### config.mk
export PLATFORM = sky130hd
export DESIGN_NAME = parking_gate_controller
export DESIGN_NICKNAME = d
export VERILOG_FILES = /design/src/rtl/parking_gate_controller.sv
export SDC_FILE = /design/constraint.sdc
export NUM_CORES = 1
export LEC_CHECK = 0
export BUFFER_PORTS_ARGS = -buffer_cell sky130_fd_sc_hd__buf_2
export CAP_MARGIN = 20
export CORE_MARGIN = 2
export CORE_UTILIZATION = 50
export CTS_BUF_LIST = sky130_fd_sc_hd__clkbuf_8
export DETAILED_ROUTE_END_ITERATION = 8
export GPL_TIMING_DRIVEN = 0
export PLACE_DENSITY = 0.72
export SYNTH_ARGS = -nofsm -noshare
export SYNTH_HDL_FRONTEND = slang
export SYNTH_SLANG_ARGS = --single-unit
### constraint.sdc
create_clock -name clk -period 3.78 [get_ports clk]
set_clock_uncertainty 0.1 [all_clocks]
set_input_delay 0.567 -clock clk [delete_from_list [all_inputs] [get_ports clk]]
set_output_delay 0.567 -clock clk [all_outputs]
set_load 0.05 [all_outputs]
### src/rtl/parking_gate_controller.sv
// parking_gate_controller: 8-slot car park gate FSM with occupancy bitmap and timed gates.
// Optional PARKING_REJECT_COUNT_EN adds a saturating rejected-entry counter.
module parking_gate_controller #(
   parameter int GATE_CYCLES = 4
) (
   input  logic       clk,
   input  logic       reset_n,
   input  logic       entry,
   input  logic       exit_req,
   input  logic [2:0] exit_slot,
   output logic [7:0] parking_capacity,
   output logic       full,
   output logic [3:0] free_count,
   output logic       entry_gate,
   output logic       exit_gate,
   output logic [2:0] assigned_slot,
   output logic       entry_grant,
   output logic       entry_reject,
   output logic       exit_grant,
   output logic       exit_error,
   output logic [7:0] reject_count
);
   localparam logic [1:0] IDLE = 2'd0, ENTRY_OPEN = 2'd1, EXIT_OPEN = 2'd2;
   localparam logic [7:0] GC = 8'(GATE_CYCLES);
   logic [1:0] state;
   logic [7:0] cnt;
   logic [2:0] low;
   logic       rej_hold, idle, do_exit, do_err, do_entry, do_rej;
   always_comb begin
      low = 3'd0;
      for (int i = 7; i >= 0; i--) if (!parking_capacity[i]) low = 3'(i);
   end
   always_comb begin
      free_count = 4'd0;
      for (int i = 0; i < 8; i++) free_count = free_count + {3'd0, ~parking_capacity[i]};
   end
   assign full       = &parking_capacity;
   assign entry_gate = state == ENTRY_OPEN;
   assign exit_gate  = state == EXIT_OPEN;
   assign idle       = state == IDLE;
   assign do_exit    = idle && exit_req && parking_capacity[exit_slot];
   assign do_err     = idle && exit_req && !parking_capacity[exit_slot];
   // a held entry that was already rejected stays ignored until it drops
   assign do_entry   = idle && !exit_req && entry && !rej_hold && !full;
   assign do_rej     = idle && !exit_req && entry && !rej_hold && full;
   always_ff @(posedge clk or negedge reset_n) begin
      if (!reset_n) begin
         state            <= IDLE;
         cnt              <= 8'd0;
         parking_capacity <= 8'd0;
         assigned_slot    <= 3'd0;
         rej_hold         <= 1'b0;
         entry_grant      <= 1'b0;
         entry_reject     <= 1'b0;
         exit_grant       <= 1'b0;
         exit_error       <= 1'b0;
      end else begin
         entry_grant  <= do_entry;
         entry_reject <= do_rej;
         exit_grant   <= do_exit;
         exit_error   <= do_err;
         if (!entry) rej_hold <= 1'b0;
         if (do_rej) rej_hold <= 1'b1;
         if (do_exit) begin
            state                       <= EXIT_OPEN;
            cnt                         <= GC;
            parking_capacity[exit_slot] <= 1'b0;
         end else if (do_entry) begin
            state                 <= ENTRY_OPEN;
            cnt                   <= GC;
            parking_capacity[low] <= 1'b1;
            assigned_slot         <= low;
         end else if (!idle) begin
            state <= cnt <= 8'd1 ? IDLE : state;
            cnt   <= cnt - 8'd1;
         end
      end
   end
`ifdef PARKING_REJECT_COUNT_EN
   always_ff @(posedge clk or negedge reset_n) begin
      if (!reset_n) reject_count <= 8'd0;
      else if (do_rej && reject_count != 8'hFF) reject_count <= reject_count + 8'd1;
   end
`else
   assign reject_count = 8'd0;
`endif
endmodule
==> run summary, run 1 <==
The flow ran to the end, but the final reports show violations. The checks that failed: negative setup slack. The clock transition at the register clock pins on the worst setup and hold paths after CTS was 90 ps.

Clock latency on the worst-skew pair, taken at its later pin, is 280 ps. Data on the critical path arrives at its endpoint at 3130 ps. The first routing iteration left 90 violations. For the reg-to-reg setup timing slack, the log shows 1600 ps.

The tools report the routing usage on met2 as 36.1%. Reg-to-reg critical path endpoint: parking_capacity[1]. The tools report the netlist area before placement as 1700 um2. The final critical-path required period was 3800 ps.

The total overflow left after global routing is 0. The logs give 1464 for the via count of the first global-routing pass and 38.2% for the sequential fraction of the synthesis area. The routed design has 3860 um of wire. Remaining max-slew budget at the tightest pin: 44.5%. At the pin with the least slew margin, the transition time is 829 ps. TritonCTS built the clock tree.

The tools report the master cell of the clock root buffer as clkbuf_8. The final critical path takes up 100% of the cycle. 37 I/O pins were placed. The count of buffers added on input and output ports is 25. The maximum fanout count along the critical path is 2. The Yosys step of the flow raised 0 warnings.

In this run the horizontal extent of the chip is 62.4 um. The analysis attributes to cell leakage a power of 0.929 nW. The run gives 1 as the H-tree depth. The dominant delay contributor by cell family on the critical path is adder cells. The logs give 0 for the max-slew violation total from the final report and 293 for the layout filler cell count. At the end of routability-driven placement, the weighted congestion stood at 0.926.

Global routing consumed, on the met1 layer, 29.2% of the routing resources. Synthesis inferred 26 register bits. Startpoint of the worst register-to-register path: state[1]. The tools report the core utilization of the finished layout as 62.1%. After floorplanning, the core was divided into 21 placement rows.

With fillers left out, the area of the finished cells amounts to 2060 um2. STA classifies the critical path endpoint as an output port. The average routed wire per standard cell is 14.6 um, and the number of optimization iterations in the first detailed-route pass is 4. The worst path buffer plus inverter count works out to 4. The tools report the total clock buffers created by CTS as 3.

Setup slack after layout: -16.7 ps. The signal on the critical path passes through inv_2 -> fa_1 -> fa_1 -> fa_1 -> ha_2 -> inv_2 -> fa_2 -> inv_2 -> buf_6. The floorplan step defined a die boundary enclosing 3890 um2.

STA puts the critical path data required time at 3110 ps. Worst slack after detailed placement: 21.1 ps. In the layout the commonest cells are buf_2 (24), dfrtp_1 (23), buf_4 (14). After detailed placement, the total cell area comes to 1950 um2. The dominant register cell in the synthesized netlist is dfrtp_1. For the maximum number of pins on one net before global-route repair, the log shows 27. The completed layout was analyzed and its total power is 1.06 mW. The library cell used most frequently in the layout, excluding fill and tap cells, is buf_2. Counting flops with a built-in enable in the synthesized netlist gives 0. For the number of sinks handled by clock tree synthesis, the log shows 26. The class of the tightest hold or removal check is in -> async. Across all layers, the routed design uses 1467 vias. In this run the most used layer during global routing was met2. For the cell count after synthesis, the log shows 178. The critical path is of the reg -> out type. The tools report the count of endpoints failing setup in the final report as 2. The number of antenna violations at the first check in global routing was 0. Measured along the y axis, the die boundary spans 62.4 um. In the routed layout, each cell is associated on average with a via count of 5.56.

Of all flip-flops after synthesis, the portion carrying an async set or reset was 100%. The number of nets in the layout is 237, and the maximum single-stage delay on the critical path is 550 ps. The tools report the met3 capacity usage during global routing as 3.08%. The first global-routing pass estimated 6730 um of wire. The worst setup path is launched from a flop. The synthesized area per cell was 9.57 um2. Power spread over the standard cell area amounts to 517 nW/um2. For the worst supply voltage drop on vdd, the log shows 0.000329 V. The worst-case hold slack came out at 173 ps. The ratio of cells with drive above 1 in the final layout was 28.4%; the effective utilization at floorplan was 51.4%. After clock tree synthesis, the flow added hold-fix buffers numbering 0. Derived from the worst setup path, the maximum achievable clock frequency is 263 MHz. After detailed routing, the number of remaining DRC violations is 0. The detail route stage leaves a number of antenna-violating nets equal to 0. The slowest stage of the critical path is the fa_1 cell.

Setup repair after global routing could not meet its margin everywhere. The reported max-cap violation count is 0, and the estimated wirelength of the detail-placed design is 2850 um. The core region is 3310 um2.

The run gives 2 as the worst-case clock buffer depth. The number of antenna diodes in the final layout is 0. The tools report the number of failing hold endpoints at the final stage as 0. The area growth from synthesis to layout was 20.8%; the number of cells on the worst reg-to-reg path was 4. Global routing consumed, over all layers together, 21.6% of the routing resources.

After synthesis, the netlist uses 47 different library cells.
[report_power, final]
| group | switching [mW] | internal (mW) |
|---|---|---|
| clock | 0.0876 | 0.142 |
| sequential | 0.0547 | 0.332 |
| combinational | 0.270 | 0.177 |
[metal layers]
metal  wire, um  vias to the layer above
met1       1670                      689
li1           -                      696
met3        323                        7
met2       1810                       75
met4         64                        0
met5          0                        -
[registers in the layout, summed over array words and instances, names as in the netlist]
name / cells
cnt: 8
rej_hold: 1
state: 2
entry_grant: 1
parking_capacity: 8
assigned_slot: 3
entry_reject: 1
exit_grant: 1
exit_error: 1
[worst max-delay path by stage]
stage | start | to | slack (ps) | depth (start not counted)
floorplan | parking_capacity[3] | free_count[2] | -20 | 9
global placement | parking_capacity[0] | free_count[2] | 70 | 9
detailed placement | parking_capacity[0] | free_count[2] | 20 | 9
CTS | parking_capacity[3] | free_count[2] | -60 | 9
global route | parking_capacity[3] | free_count[1] | -100 | 9
finish | parking_capacity[3] | free_count[1] | -20 | 9
[Yosys cell counts (all sizes together) (3+ instances only)]
library cell | number | area, um2
a211oi | 11 | 95.1
clkbuf | 5 | 18.8
fa | 4 | 80.1
nand2b | 3 | 18.8
nand2 | 12 | 45.0
o211ai | 3 | 22.5
nor4b | 4 | 35.0
nand3 | 3 | 15.0
o21ai | 8 | 40.0
a31oi | 3 | 18.8
inv | 18 | 67.6
buf | 10 | 72.6
ha | 7 | 87.6
a21oi | 4 | 20.0
nor3 | 3 | 15.0
xnor2 | 7 | 61.3
dfrtp | 26 | 651
nor2 | 11 | 41.3
nor2b | 4 | 25.0
[per-stage QoR]
stage | setup TNS (ps) | cells
3_5_place_dp | 0 | 256
3_3_place_gp | 0 | 256
5_1_grt | -201 | 264
4_1_cts | -105 | 264
6_report | -31.3 | 264
2_1_floorplan | -22.5 | 185
[area by class of cell]
| class | instances | area (um2) | share of cell area (%) |
|---|---|---|---|
| timing repair buffer | 30 | 175 | 8.52 |
| multi-input combinational | 126 | 943 | 45.9 |
| sequential | 26 | 654 | 31.8 |
| inverter | 18 | 67.6 | 3.28 |
| clock buffer | 3 | 41.3 | 2.01 |
| buffer | 14 | 87.6 | 4.26 |
| clock inverter | 1 | 30.0 | 1.46 |
| tap | 46 | 57.6 | 2.80 |
[repair_timing]
action	in CTS	in global routing
endpoints found under the setup margin	2	2
setup buffers	5	0
pin swaps	6	2
gates resized for setup	9	0
[cell families after synthesis]
group                      count (synthesis)  synth area share (%)
and+or+nand+nor                           54                  17.9
adders and majority gates                 11                  9.85
xor gates and xnor gates                   8                  4.11
AOI/OAI and AO/OA                         42                  18.4
other                                      1                 0.220
muxes                                      3                  1.91
buffers and inverters                     33                  9.33
DFF                                       26                  38.2
Note: power is estimated with default switching activity, not from simulation.
==> inputs of run 2 (changes only) <==
--- a/config.mk
+++ b/config.mk
@@ -5,9 +5,9 @@
 export SDC_FILE = /design/constraint.sdc
 export NUM_CORES = 1
 export LEC_CHECK = 0
+export ABC_CLOCK_PERIOD_IN_PS = 3780
 export BUFFER_PORTS_ARGS = -buffer_cell sky130_fd_sc_hd__buf_2
 export CAP_MARGIN = 20
-export CORE_MARGIN = 2
 export CORE_UTILIZATION = 50
 export CTS_BUF_LIST = sky130_fd_sc_hd__clkbuf_8
 export DETAILED_ROUTE_END_ITERATION = 8
==> run 2 against run 1 <==
Effect of this change: the run still ends with negative setup slack left; total power down 4.6%; die area down 6.3%; cell area fell by 0.91%; first-iteration DRC count stayed put; highest routed layer unchanged.
==> run summary, run 2 (same netlist as run 1, synthesis figures left out) <==
The clock passes through at most 2 buffers. The total number of vias is 1473. The root buffer cell chosen for the clock tree is clkbuf_8. Setup violations remaining at the end of the flow were counted as 2.

The estimated wirelength of the detail-placed design was 2870 um; the reg-to-reg setup timing slack was 1590 ps. After floorplanning, the core was sized to cover 3150 um2. Class of the tightest hold or removal check: in -> async.

The post-detailed-routing wire length came out at 3970 um. The category of the worst setup path launch point was a flop. In this run, post-CTS hold repair placed 0 buffers. The total global routing track utilization was 24.6%.

After layout, the worst path uses 101% of the clock period. The post-route netlist has 28.4% of its cells at a drive strength greater than 1. The H-tree depth is 1.

The worst pin sits at a relative slew slack of 42.7%. The number of antenna diodes in the final layout is 0. The detail route stage leaves a number of antenna-violating nets equal to 0. The run gives 0 as the max-slew violation total from the final report.

The tools report the type of destination of the critical path as an output port. The area growth from synthesis to layout is 19.7%. Along the worst path, the maximum fanout reaches 2.

The commonest non-fill, non-tap cell in the layout is buf_2. The number of sinks handled by clock tree synthesis was 26; the worst slack after detailed placement was 21.5 ps. The number of optimization iterations in the first detailed-route pass was 4; the via count of the first global-routing pass was 1437.

Hold timing on the final database bottoms out at a slack of 179 ps. The flow ran to the end, but the final reports show violations. The first global-routing pass estimated 6400 um of wire.

The core utilization of the finished layout was 64.6%. The number of placed I/O pins is 37, and the number of design-rule violations left by the first detailed-router iteration is 90. Number of port buffers: 25.

The arrival time of the worst setup path is 3140 ps. The tools report the clock network latency to the later pin of the worst-skew pair as 270 ps. After clock tree synthesis, the clock-pin slew on the worst setup and hold paths is 90 ps. In the final design database the tool counted 237 nets.

In the layout the commonest cells are buf_2 (24), dfrtp_1 (23), buf_4 (14). The number of antenna violations at the first check in global routing was 0; the die extent in x was 60.4 um. Global routing finished with a remaining overflow of 0. For the setup slack after layout, the log shows -29.8 ps. Setup repair after global routing could not meet its margin everywhere.

For the total clock buffers created by CTS, the log shows 3. The die covers 3640 um2. Summed over all cells, the static leakage comes to 0.923 nW. For the pin with the worst max-slew slack, the measured transition is 856 ps. The power density normalized to cell area works out to 498 nW/um2. The die height works out to 60.4 um.

The worst supply voltage drop on vdd came out at 0.000350 V. TritonCTS built the clock tree. After detailed routing, the number of remaining DRC violations is 0.

The last weighted congestion value of the routability-driven placer is 0.886. Number of failing hold endpoints at the final stage: 0. The average routed wire per standard cell was 15.2 um; the reported max-cap violation count was 0.

The largest registers in the layout are cnt (8), parking_capacity (8), assigned_slot (3). Entering global routing, the biggest net connects 27 pins. Peak clock frequency supported by timing: 262 MHz. Category of the critical setup timing path: reg -> out. The final critical-path required period was 3810 ps; the mean number of vias per cell was 5.62. The checks that failed: negative setup slack.

Adding up every negative setup slack in the final design gives -52.9 ps. The initial utilization of the core area, before any placement, comes to 54.0%. The required time of the critical path came out at 3110 ps. In this run the core area contains 20 standard-cell rows.
==> run 2: cell types whose count changed in the layout (fill, tap and decap cells not counted) <==
| cell | change |
|---|---|
| clkbuf_8 | +1 |
| bufinv_16 | -1 |
==> run 2: critical path, cell delays in order (launching register included) <==
cell	delay, ps
dfrtp_2	400
inv_2	50
fa_1	550
fa_1	430
fa_1	500
ha_2	180
inv_2	40
fa_2	530
inv_2	40
buf_6	140
==> run 2: worst paths after layout <==
check	end	cells past startpoint	from
max	free_count[1]	9	parking_capacity[3]
min	state[1]	1	reset_n
min reg2reg	assigned_slot[2]	2	assigned_slot[2]
min in group clk	rej_hold	2	entry
max in group asynchronous	parking_capacity[1]	1	reset_n
max reg2reg	parking_capacity[1]	4	state[1]
==> run 2: metrics by stage <==
step,power (mW),std cells,cell area (um2)
after floorplan,0.723,185,1760
after global placement,0.794,254,1940
after detailed placement,0.815,254,1940
after CTS,1.02,262,2040
after global routing,1.08,262,2040
final,1.01,262,2040
==> run 2: final cells by class <==
type | count | area (um2)
Tap cell | 44 | 55.1
Clock buffer | 4 | 55.1
Buffer | 14 | 87.6
Inverter | 18 | 67.6
Sequential cell | 26 | 654
Timing Repair Buffer | 30 | 175
Fill cell | 287 | 1110
Multi-Input combinational cell | 126 | 943
==> run 2: timing repair <==
item                       4_1_cts  5_1_grt
gates resized for setup          9        0
buffers inserted                 5        0
hold endpoints to repair         0        0
pin swaps                        6        2
setup endpoints to repair        2        2
==> run 2: metal layers <==
| layer | vias up | global-route usage (%) | wire length (um) |
|---|---|---|---|
| met2 | 75 | 43.5 | 1990 |
| met5 | - | 0 | 0 |
| met3 | 9 | 3.20 | 348 |
| met4 | 0 | 15.3 | 104 |
| li1 | 696 | - | - |
| met1 | 693 | 28.0 | 1530 |
==> run 2: power breakdown <==
| part | switching [mW] | internal (mW) | total (mW) |
|---|---|---|---|
| clock network | 0.0855 | 0.0932 | 0.179 |
| registers | 0.0528 | 0.332 | 0.385 |
| logic | 0.274 | 0.177 | 0.451 |
